==> src/rtl/voice_pkg.sv <==
`default_nettype none
// ============================================================================
// Module   : voice_pkg
// Purpose  : Shared types and constants for the PDM voice-record block.
// Revision : 1.0  initial release
// ============================================================================
package voice_pkg;

  localparam int WORD_W = 32;

  typedef enum logic [1:0] {
    IDLE    = 2'd0,
    WARM    = 2'd1,
    CAPTURE = 2'd2,
    DONE    = 2'd3
  } rec_state_t;

endpackage
`default_nettype wire

==> src/rtl/mic_clk_gen.sv <==
`default_nettype none
// ============================================================================
// Module   : mic_clk_gen
// Purpose  : Divides clk down to the PDM microphone clock and flags the last
//            clk cycle of every micClk high phase as the data sample point.
// Revision : 1.0  initial release
// ============================================================================
module mic_clk_gen #(
  parameter int CLK_DIV = 25
) (
  input  logic clk,
  input  logic reset,
  input  logic en,
  output logic micClk,
  output logic sample_stb
);

  localparam int CNT_W = (CLK_DIV > 1) ? $clog2(CLK_DIV) : 1;
  localparam logic [CNT_W-1:0] CNT_LAST = CNT_W'(CLK_DIV - 1);

  logic [CNT_W-1:0] cnt;

  // Half-period counter; micClk starts low and is parked at 0 while disabled
  always_ff @(posedge clk or posedge reset) begin
    if (reset) begin
      cnt    <= '0;
      micClk <= 1'b0;
    end else if (!en) begin
      cnt    <= '0;
      micClk <= 1'b0;
    end else if (cnt == CNT_LAST) begin
      cnt    <= '0;
      micClk <= ~micClk;
    end else begin
      cnt <= cnt + CNT_W'(1);
    end
  end

  // Last cycle of a high phase: the mic output has been stable longest here
  assign sample_stb = en && micClk && (cnt == CNT_LAST);

endmodule
`default_nettype wire

==> src/rtl/record_ctrl.sv <==
`default_nettype none
// ============================================================================
// Module   : record_ctrl
// Purpose  : Record-button driven PDM capture. Warms the microphone up, packs
//            PDM bits MSB-first into 32-bit words and writes them to a buffer.
// Revision : 1.0  initial release
// ============================================================================
module record_ctrl
  import voice_pkg::*;
#(
  parameter  int CLK_DIV = 25,
  parameter  int WARMUP  = 1024,
  parameter  int DEPTH   = 2048,
  localparam int ADDR_W  = $clog2(DEPTH)
) (
  input  logic              clk,
  input  logic              reset,
  input  logic              record,
  input  logic              micData,
  output logic              micClk,
  output logic              micLRSel,
  output logic              ram_wr,
  output logic [ADDR_W-1:0] ram_addr,
  output logic [WORD_W-1:0] ram_data,
  output logic              busy,
  output logic              done,
  output logic [ADDR_W:0]   word_count
);

  localparam int WARM_W = (WARMUP > 1) ? $clog2(WARMUP) : 1;
  localparam logic [WARM_W-1:0] WARM_LAST = WARM_W'(WARMUP - 1);
  localparam logic [ADDR_W:0]   LAST_WORD = (ADDR_W + 1)'(DEPTH - 1);
  localparam logic [5:0]        BIT_LAST  = 6'(WORD_W - 1);

  rec_state_t state, state_n;

  logic rec_s1, rec_s2, rec_d;
  logic mic_s1, mic_s;
  logic press, stb, mic_en;
  logic last_bit, leave_now;
  logic stop_flag, word_end;
  logic [WORD_W-2:0] shift;   // bits already received; the newest bit completes the word
  logic [5:0]        bit_cnt;
  logic [WARM_W-1:0] warm_cnt;

  assign micLRSel = 1'b0;
  assign mic_en   = (state != IDLE);
  assign press    = rec_s2 & ~rec_d;
  assign last_bit = stb && (bit_cnt == BIT_LAST);
  // A stop with nothing of the current word shifted needs no wait for a word end
  assign leave_now = (stop_flag || press) && (bit_cnt == '0) && !word_end;

  mic_clk_gen #(
    .CLK_DIV (CLK_DIV)
  ) u_mic_clk_gen (
    .clk        (clk),
    .reset      (reset),
    .en         (mic_en),
    .micClk     (micClk),
    .sample_stb (stb)
  );

  // Two-flop synchronizers for the button and mic data, plus button edge history
  always_ff @(posedge clk or posedge reset) begin
    if (reset) begin
      rec_s1 <= 1'b0;
      rec_s2 <= 1'b0;
      rec_d  <= 1'b0;
      mic_s1 <= 1'b0;
      mic_s  <= 1'b0;
    end else begin
      rec_s1 <= record;
      rec_s2 <= rec_s1;
      rec_d  <= rec_s2;
      mic_s1 <= micData;
      mic_s  <= mic_s1;
    end
  end

  // State register
  always_ff @(posedge clk or posedge reset) begin
    if (reset) state <= IDLE;
    else       state <= state_n;
  end

  // Next-state decode and status outputs
  always_comb begin
    state_n = state;
    busy    = 1'b1;
    done    = 1'b0;
    case (state)
      IDLE: begin
        busy = 1'b0;
        if (press) state_n = WARM;
      end
      WARM: begin
        if (press)                               state_n = IDLE;
        else if (stb && (warm_cnt == WARM_LAST)) state_n = CAPTURE;
      end
      CAPTURE: begin
        // word_end is the cycle where a completed word is written (or dropped)
        if (word_end) begin
          if (stop_flag || press || (ram_wr && (word_count == LAST_WORD)))
            state_n = DONE;
        end else if (leave_now) begin
          state_n = DONE;
        end
      end
      DONE: begin
        done    = 1'b1;
        state_n = IDLE;
      end
      default: state_n = IDLE;
    endcase
  end

  // Capture datapath: warm-up count, bit packing, buffer write and bookkeeping
  always_ff @(posedge clk or posedge reset) begin
    if (reset) begin
      ram_wr     <= 1'b0;
      ram_addr   <= '0;
      ram_data   <= '0;
      word_count <= '0;
      shift      <= '0;
      bit_cnt    <= '0;
      warm_cnt   <= '0;
      stop_flag  <= 1'b0;
      word_end   <= 1'b0;
    end else begin
      ram_wr   <= 1'b0;
      word_end <= 1'b0;
      case (state)
        IDLE: begin
          if (press) begin
            ram_addr   <= '0;
            word_count <= '0;
            shift      <= '0;
            bit_cnt    <= '0;
            warm_cnt   <= '0;
            stop_flag  <= 1'b0;
          end
        end
        WARM: begin
          if (stb && !press) warm_cnt <= warm_cnt + WARM_W'(1);
        end
        CAPTURE: begin
          if (press) stop_flag <= 1'b1;
          if (word_end) begin
            bit_cnt <= '0;
            if (ram_wr) begin
              ram_addr   <= ram_addr + ADDR_W'(1);
              word_count <= word_count + (ADDR_W + 1)'(1);
            end
          end else if (stb && !leave_now) begin
            shift   <= {shift[WORD_W-3:0], mic_s};
            bit_cnt <= bit_cnt + 6'd1;
            if (last_bit) begin
              word_end <= 1'b1;
              // A stop requested before this word's final bit drops the word
              if (!stop_flag) begin
                ram_wr   <= 1'b1;
                ram_data <= {shift, mic_s};
              end
            end
          end
        end
        default: ;
      endcase
    end
  end

endmodule
`default_nettype wire

==> config.mk <==
export PLATFORM = sky130hd
export DESIGN_NAME = record_ctrl
export DESIGN_NICKNAME = d
export VERILOG_FILES = /design/src/rtl/voice_pkg.sv /design/src/rtl/mic_clk_gen.sv /design/src/rtl/record_ctrl.sv
export SDC_FILE = /design/constraint.sdc
export NUM_CORES = 1
export LEC_CHECK = 0
export CAP_MARGIN = 10
export CORE_MARGIN = 3
export CORE_UTILIZATION = 56
export CTS_CLUSTER_SIZE = 20
export DETAILED_ROUTE_END_ITERATION = 8
export PLACE_DENSITY = 0.84
export SLEW_MARGIN = 20
export SYNTH_ARGS = -nofsm -noshare
export SYNTH_HDL_FRONTEND = slang
export SYNTH_SLANG_ARGS = --single-unit
==> constraint.sdc <==
create_clock -name clk -period 4.6 [get_ports clk]
set_input_delay 0.46 -clock clk [delete_from_list [all_inputs] [get_ports clk]]
set_output_delay 0.46 -clock clk [all_outputs]
set_load 0.01 [all_outputs]
==> impl_metrics.json <==
{
  "hold_depth": 0,
  "stdcell_area_um2": 6770,
  "routedWlPerCell_um": 17.6,
  "synth-seq-area-share_pct": 53.7,
  "dp_cells": 656,
  "via_per_inst": 5.76,
  "cp-start-kind": "flip-flop",
  "hold_viol": 0,
  "p_per_area_nw_per_um2": 363,
  "syn_to_final_growth_pct": 23.3,
  "fp.dieW_um": 105,
  "max_freq_mhz": 324,
  "antenna_cells": 0,
  "place.gp.congestion": 0.907,
  "dieArea_um2": 11000,
  "whs_endpoint": "rec_s2",
  "p_leak_nw": 3.18,
  "clock_path_buffers": 2,
  "worst-setup-path-type": "reg -> reg",
  "synth_most_common_cell": "dfrtp_1",
  "period_share_pct": 67.1,
  "rows": 35,
  "intPower_mw": 1.90,
  "dp_hpwl_mm": 7.32,
  "async_flop_share_pct": 100,
  "p_total_mw": 2.46,
  "core_um2": 9370,
  "drv_cap": 0,
  "cts_tree": "built",
  "timing.rr.start": "state[0]",
  "multiInputGateArea_um2": 2300,
  "ys_seq_elements": 118,
  "synth_top_cell_by_area": "dfrtp_1",
  "min_from": "rec_s1",
  "critPathCaptureType": "flip-flop",
  "grt_overflow": 0,
  "cts-resized-gates": 0,
  "crit_fanout": 33,
  "syn_inst": 485,
  "fin_nets": 557,
  "clock_latency_ns": 0.51,
  "synth_top_area_share_pct": 53.7,
  "required_ns": 5.00,
  "instances_no_fill": 688,
  "seqCellArea_um2": 2950,
  "setup_tns_ns": 0,
  "syn_area_um2": 5490,
  "whs_ns": 0.351,
  "p_clk_share_pct": 52.7,
  "cts_setup_buffers": 0,
  "place_ws_ns": 1.56,
  "dieHeight_um": 105,
  "antenna_found_initial": 0,
  "reg2reg_to": "ram_data[7]",
  "drt-total-wl_mm": 12.1,
  "cts_root_buf": "clkbuf_8",
  "grt_pass1_vias": 4137,
  "grt_max_degree": 89,
  "first_pass_iters": 5,
  "pwr-share-seq_pct": 43.4,
  "worstRegToRegCells": 4,
  "ff2ff_setup_slack_ns": 1.52,
  "avgSynthCellArea_um2": 11.3,
  "finalSetupViolCount": 0,
  "drive_gt1_share_pct": 17.2,
  "swShare_pct": 22.7,
  "drtAntennaViolNets": 0,
  "num-fill-cells": 661,
  "fin_util_pct": 72.3,
  "routed-via-count": 3963,
  "worstMarginPinSlew_ns": 1.06,
  "placed_area_um2": 6190,
  "io_pins": 64,
  "hold_buffers": 0,
  "p_sw_mw": 0.558,
  "synth_warnings": 0,
  "grt_pass1_wl_mm": 20.7,
  "min_path_type": "reg -> reg",
  "crit_arrival_ns": 3.48,
  "start_util_pct": 58.6,
  "outcome": "finished clean",
  "min_period_ns": 3.08,
  "relSlewSlack_pct": 29.1,
  "port_buffers": 62,
  "cts_buffers": 17,
  "drtIter0Drc": 177,
  "ys.flop_type": "dfrtp_1",
  "syn_nets": 496,
  "synth_cell_types": 53,
  "p_comb_share_pct": 3.9,
  "h-tree-depth": 4,
  "grt_use_total_pct": 23.7,
  "slew_violations": 0,
  "rsz0062_at_grt": "false",
  "skew_ns": 0.00770,
  "ir_drop_mv": 0.255,
  "synth_edf_count": 0,
  "ys_top_cells_by_count": "dfrtp_1 (118), nand2_1 (43), inv_1 (35)",
  "cts_sinks": 118,
  "fin_ws_ns": 1.52,
  "netlist_top_cells_area": "dfrtp_1 (54%), mux2_4 (7.9%), mux2_2 (3.9%)",
  "drc": 0,
  "clk_pin_slew_ns": 0.06
}
[power groups by stage]
stage / registers (mW) / clock network [mW] / logic (mW)
floorplan: 1.07 / 0 / 0.0748
global placement: 1.08 / 0 / 0.0927
detailed placement: 1.08 / 0 / 0.0952
CTS: 1.07 / 1.30 / 0.0961
global route: 1.07 / 1.36 / 0.108
finish: 1.07 / 1.29 / 0.0952
[worst max-delay path, stage by stage (launching register included)]
cell and delay, ns:
dfrtp_1 0.66, nor3b_4 0.49, nand3_2 0.17, or4_2 1.14
mux2_4 0.48
[per-layer routing]
layer  share of wire (%)  vias up  GRT usage, %
li1                    -     1817             -
met1                  42     1975          29.7
met2                  50      138          38.9
met3                 5.1       33          5.44
met4                 2.5        0          11.0
met5                   0        -             0
[cell families (layout without fill, tap and decap cells)]
group                    after synthesis  in the layout  share of synthesized area (%)
AND/OR/NAND/NOR                      152            152                           14.0
other                                  1              1                         0.0683
buffers and inverters                 58            132                           4.58
flip-flops                           118            118                           53.7
XOR/XNOR                              13             13                           2.07
multiplexers                          69             69                           15.6
adder cells (fa/ha/maj)                7              7                           1.59
AO/OA/AOI/OAI                         67             67                           8.29
[placed cells by master (no fill, tap or decap), types with 11 or more instances in the layout]
master | Yosys | layout
a21oi_1 | 13 | 13
mux2_2 | 19 | 19
mux2_4 | 29 | 29
mux2i_1 | 21 | 21
clkdlybuf4s50_1 | 0 | 62
nand2_1 | 43 | 43
inv_1 | 35 | 34
o21ai_0 | 19 | 19
nand3_1 | 20 | 19
dfrtp_1 | 118 | 118
nor2_1 | 34 | 34
clkbuf_16 | 0 | 16
or3_1 | 11 | 11
[sequential cells by signal, indices dropped and copies added, names as in the netlist, 5 cells and up, named ones only]
name,cells
ram_addr,11
ram_data,32
shift,31
u_mic_clk_gen.cnt,5
word_count,12
warm_cnt,10
bit_cnt,6
[layout make-up]
type                            count  area share (%)
Inverter                           35            2.01
Clock inverter                     12            2.25
Tap cell                          129            2.38
Multi-Input combinational cell    309            34.0
Timing Repair Buffer               65            9.50
Clock buffer                       20            6.28
Sequential cell                   118            43.6
[worst max-delay path by stage]
stage               startpoint            to  cells after the start
detailed placement    state[0]   ram_data[0]                      4
CTS                   state[0]  ram_data[27]                      4
floorplan                reset     async pin                      1
finish                state[0]   ram_data[7]                      4
global route          state[0]  ram_data[15]                      4
global placement      state[0]   ram_data[0]                      4
(Power assumes the default switching activity.)
==> patch 1, RTL diff (config.mk and constraints unchanged) <==
Reset style: synchronous (`reset`), changed in 4 clocked blocks.
--- a/src/rtl/mic_clk_gen.sv
+++ b/src/rtl/mic_clk_gen.sv
@@ -23,3 +23,3 @@
   // Half-period counter; micClk starts low and is parked at 0 while disabled
-  always_ff @(posedge clk or posedge reset) begin
+  always_ff @(posedge clk) begin
     if (reset) begin
--- a/src/rtl/record_ctrl.sv
+++ b/src/rtl/record_ctrl.sv
@@ -63,3 +63,3 @@
   // Two-flop synchronizers for the button and mic data, plus button edge history
-  always_ff @(posedge clk or posedge reset) begin
+  always_ff @(posedge clk) begin
     if (reset) begin
@@ -80,3 +80,3 @@
   // State register
-  always_ff @(posedge clk or posedge reset) begin
+  always_ff @(posedge clk) begin
     if (reset) state <= IDLE;
@@ -117,3 +117,3 @@
   // Capture datapath: warm-up count, bit packing, buffer write and bookkeeping
-  always_ff @(posedge clk or posedge reset) begin
+  always_ff @(posedge clk) begin
     if (reset) begin
Formal check against the unedited RTL: differs if reset is asserted again (counterexample within 4 cycles, from zero or initial values and one cycle with reset high); with reset held inactive, the same outputs for 10 cycles.
==> patch 1 against the unedited design <==
- non-clock buffer count grew 2
- via count grew 19%
- sequential cell count is the same
- combinational power shrank 28%
- setup slack gained 0.29 ns
- worst hold slack gained 0.10 ns
- power is essentially flat
- routed wire length shrank 0.12%
- die area shrank 3.0%
- area after synthesis shrank 3.2%
- cell area shrank 2.7%
- register-to-register slack gained 0.32 ns
- clock power grew 5%
==> patch 1: results (changes against the unedited design) <==
* Outcome: complete, no violations
* WL met1 at 5359 um (+5.7%)
* Pin count of the biggest net entering global routing at 79 (-11%)
* Sequential power share at 0.420 (-0.014)
* Combinational power at 68.3 uW (-28%)
* Post-Syn Nets at 610 (+23%)
* Met3 WL at 699 um (+13%)
* Placed inst area at 5972 sq um (-3.6%)
* Met2 Use GR at 0.3804 (-0.008242)
* Post-DP HPWL at 7461 um (+2.0%)
* Synth top area cells: dfxtp_1, nand2b_1, a21oi_1
* Buffer depth of the longest clock path at 2 (unchanged)
* Mean post-synth cell area at 8.882 sq um (-22%)
* Non-filler instance count after layout at 777 (+13%)
* Share of layout cells above drive strength 1 at 0.06759 (-0.1041)
* Sw Pwr at 518.9 uW (-7.0%)
* M1 GR Usage at 0.3078 (+0.01034)
* Most frequent cell after synthesis: dfxtp_1
* Vias in the first global route at 4406 (+6.5%)
* RD Place Congestion at 0.8045 (-11%)
* CP Max Fanout at 19 (-42%)
* Post-Place Cells at 746 (+14%)
* Metal2 WL at 5829 um (-4.2%)
* Pre-CTS setup slack at 1.913 ns (+0.3523 ns)
* Vias after detailed routing at 4718 (+19%)
* Worst path max stage delay at 0.69 ns (-0.45 ns)
* Global-route wire length before repair at 20330 um (-1.8%)
* Avg WL per Cell at 15.53 um (-12%)
* Total GRT Usage at 0.2363 (-0.0002525)
* Initial DRC Count at 430 (+140%)
* FF-to-FF path depth at 4 (unchanged)
* Hold Path Class: register to register
* PortBufs at 62 (unchanged)
* CP top delay family: buffers and inverters
* Worst R2R End: bit_cnt[5]$_SDFFE_PP0P_
* Critical path arrival at 2.34 ns (-1.14 ns)
* Biggest regs: ram_data (32), shift (31), word_count (12)
* Minimum clock period at 2.796 ns (-0.2883 ns)
* P_leak at 2.043 nW (-36%)
* Crit-path slowest cell: dfxtp_1
* Crit Path Class: register to output pin
* Crit path to: done
* Internal power at 1.936 mW (+2.0%)
* Reg2reg setup slack at 1.84 ns (+0.32 ns)
* Final Net Count at 650 (+17%)
* Number of iterations in the first detailed-routing pass at 7 (+2)
* Share of flip-flops with an asynchronous set or reset at 0 (-1.000)
* Synth cell count leaders: dfxtp_1, nand2b_1, a21oi_1
* Worst rel slew slack at 0.2888 (-0.002556)
* # H-tree levels at 4 (unchanged)
* Met3 usage at 0.04695 (-0.007406)
* Peak supply drop at 208.1 uV (-18%)
* Post-synthesis sequential area ratio at 0.4440 (-0.09344)
* Clock Skews at 0.009966 ns (+0.002270 ns)
==> patch 1: cell count changes after synthesis, moves of 8 or more <==
cell / delta
dfrtp_1: -118
nand3_1: +31
mux2_4: -29
a21oi_1: +52
mux2_2: -19
o31ai_1: +8
inv_1: -21
nand2_1: -30
nor2_1: -9
mux2i_1: +11
nand2b_1: +64
o211ai_1: +31
dfxtp_1: +118
clkbuf_1: +23
==> patch 1: how the worst min path moves through the flow <==
stage | startpoint | to | slack, ns | cells past startpoint
after floorplan | mic_s1$_SDFF_PP0_ | mic_s$_SDFF_PP0_ | 0.41 | 1
after global placement | mic_s1$_SDFF_PP0_ | mic_s$_SDFF_PP0_ | 0.42 | 1
after detailed placement | mic_s1$_SDFF_PP0_ | mic_s$_SDFF_PP0_ | 0.43 | 1
after CTS | mic_s1$_SDFF_PP0_ | mic_s$_SDFF_PP0_ | 0.46 | 1
after global routing | mic_s1$_SDFF_PP0_ | mic_s$_SDFF_PP0_ | 0.48 | 1
final | mic_s1$_SDFF_PP0_ | mic_s$_SDFF_PP0_ | 0.45 | 1
==> patch 1: area by class of cell <==
type / instances / area, sq um
clock buffers: 19 / 431.7
clock inverters: 12 / 177.7
fillers: 641 / 2389
inverters: 15 / 56.30
multi-input cells: 420 / 2721
flip-flops and latches: 118 / 2362
well taps: 126 / 157.7
repair buffers: 67 / 680.7
==> patch 1: logic make-up (layout without fill, tap and decap cells) <==
logic type | after synthesis | after routing | share of synthesized area
compound gates | 150 | 150 | 0.1778
xor+xnor | 6 | 6 | 0.009878
fa+ha+maj | 7 | 7 | 0.01646
buf+inv | 61 | 113 | 0.04821
flops | 118 | 118 | 0.4440
mux | 32 | 32 | 0.06021
other cells | 1 | 1 | 0.0007049
simple gates | 224 | 224 | 0.2427
==> patch 2, RTL diff (config.mk and constraints unchanged) <==
Made on the original files. Set the parameter `DEPTH` to 4096 (it was 2048).
--- a/src/rtl/record_ctrl.sv
+++ b/src/rtl/record_ctrl.sv
@@ -12,3 +12,3 @@
   parameter  int WARMUP  = 1024,
-  parameter  int DEPTH   = 2048,
+  parameter  int DEPTH   = 4096,
   localparam int ADDR_W  = $clog2(DEPTH)
Ports: changed (resized ram_addr and word_count); port bits go from 64 to 66. The function was not compared with the original's and may differ.
==> patch 2 against the unedited design <==
- area after synthesis about the same
- power fell by 1.3%
- sequential cell count grew 2
- critical path depth down 1
- global-route usage decreased by 2.1 points
- cell area decreased by 0.92%
- clock power hardly changed
- routed wire length fell by 8.1%
- setup slack gained 0.46 ns
- combinational power fell by 27%
- largest cell class unchanged
==> patch 2: results (changes against the unedited design) <==
* Pre-CTS setup slack at 2.073 ns (+0.5124 ns)
* Total GRT Usage at 0.2156 (-0.02100)
* Clock Skews at 0.01171 ns (+0.004015 ns)
* Adder-cell area share of the yosys netlist at 0.01596 (about the same)
* Share of layout cells above drive strength 1 at 0.1471 (-0.02462)
* Outcome: complete, no violations
* PortBufs at 64 (+3.2%)
* Worst path max stage delay at 0.70 ns (-0.44 ns)
* Post-DP HPWL at 7093 um (-3.1%)
* Total CTS buffers at 17 (unchanged)
* Post-synthesis sequential area ratio at 0.5471 (+0.009608)
* Reg2reg setup slack at 1.99 ns (+0.47 ns)
* FF-to-FF Start: rec_d$_DFF_PP0_
* Hold depth at 0 (unchanged)
* P_leak at 2.902 nW (-8.7%)
* Met3 WL at 523 um (-16%)
* Biggest regs: ram_data (32), shift (31), word_count (13)
* CP Max Fanout at 12 (-64%)
* Max Freq at 0.3812 GHz (+18%)
* RD Place Congestion at 0.8293 (-8.6%)
* HP Start: mic_s1$_DFF_PP0_
* WL met1 at 4841 um (-4.5%)
* Post-Syn Nets at 506 (+2.0%)
* Crit-path slowest cell: dfrtp_1
* Compound-cell area share of the yosys netlist at 0.08639 (+0.003495)
* Crit path to: done
* Vias in the first global route at 3878 (-6.3%)
* Vias after detailed routing at 3834 (-3.3%)
* Mux contribution to synthesized area at 0.08730 (-0.06915)
* Post-Place Cells at 668 (+1.8%)
* Worst rel slew slack at 0.3755 (+0.08415)
* Internal power at 1.878 mW (-1.1%)
* Synth cell count leaders: dfrtp_1, nand2_1, o21ai_0
* Pin count of the biggest net entering global routing at 89 (unchanged)
* Worst Hold End: mic_s$_DFF_PP0_
* Critical path arrival at 2.16 ns (-1.32 ns)
* # diodes at 0 (unchanged)
* Non-filler instance count after layout at 700 (+1.7%)
* # H-tree levels at 4 (unchanged)
* Synth Area in XOR/XNOR at 0.04308 (+0.02236)
* Worst R2R End: shift[4]$_DFFE_PP0P_
* Metal2 WL at 5560 um (-8.6%)
* Avg WL per Cell at 15.86 um (-9.7%)
* Mean post-synth cell area at 11.09 sq um (-2.1%)
* Number of iterations in the first detailed-routing pass at 4 (-1)
* Synth top area cells: dfrtp_1, mux2_4, nand2_1
* Initial DRC Count at 164 (-7.3%)
* Global-route wire length before repair at 18950 um (-8.4%)
* Peak supply drop at 246.3 uV (-3.5%)
-- patch 2: metrics by stage --
step | util | power (mW) | area, sq um | hold slack, ns
after floorplan | - | 1.142 | 5489 | 0.3312
final | 0.7160 | 2.424 | 6710 | 0.3470
after global placement | 0.6531 | 1.155 | 6121 | 0.3376
after global routing | 0.7160 | 2.507 | 6710 | 0.3633
after detailed placement | 0.6531 | 1.158 | 6121 | 0.3371
after CTS | 0.7158 | 2.446 | 6708 | 0.3497
-- patch 2: final cells by class --
| type | instances | area [sq um] |
|---|---|---|
| fillers | 669 | 2661 |
| flip-flops and latches | 120 | 3003 |
| multi-input cells | 340 | 2246 |
| inverters | 12 | 50.05 |
| repair buffers | 67 | 663.1 |
| clock inverters | 13 | 145.1 |
| well taps | 129 | 161.4 |
| clock buffers | 19 | 441.7 |
-- patch 2: logic make-up after synthesis --
logic type / Yosys count
simple gates: 195
flops: 120
compound gates: 77
buf+inv: 35
mux: 33
xor+xnor: 27
fa+ha+maj: 7
other cells: 1
-- patch 2: layer usage --
| metal | global-route usage | up-vias |
|---|---|---|
| met3 | 0.05930 | 18 |
| met4 | 0.08529 | 0 |
| li1 | - | 1827 |
| met2 | 0.3543 | 113 |
| met1 | 0.2709 | 1876 |
| met5 | 0 | - |
-- patch 2: critical path: cells and delay by family (launching register included) --
family                 cells  cell delay [ns]
buffers and inverters      2             0.76
flip-flops                 1             0.70
AND/OR/NAND/NOR            1             0.19
-- patch 2: power groups by stage --
| stage | logic [mW] | registers, mW | clock network, mW |
|---|---|---|---|
| detailed placement | 0.0707 | 1.09 | 0 |
| global route | 0.0790 | 1.07 | 1.36 |
| CTS | 0.0712 | 1.07 | 1.31 |
| global placement | 0.0685 | 1.09 | 0 |
| floorplan | 0.0591 | 1.08 | 0 |
| finish | 0.0698 | 1.07 | 1.29 |
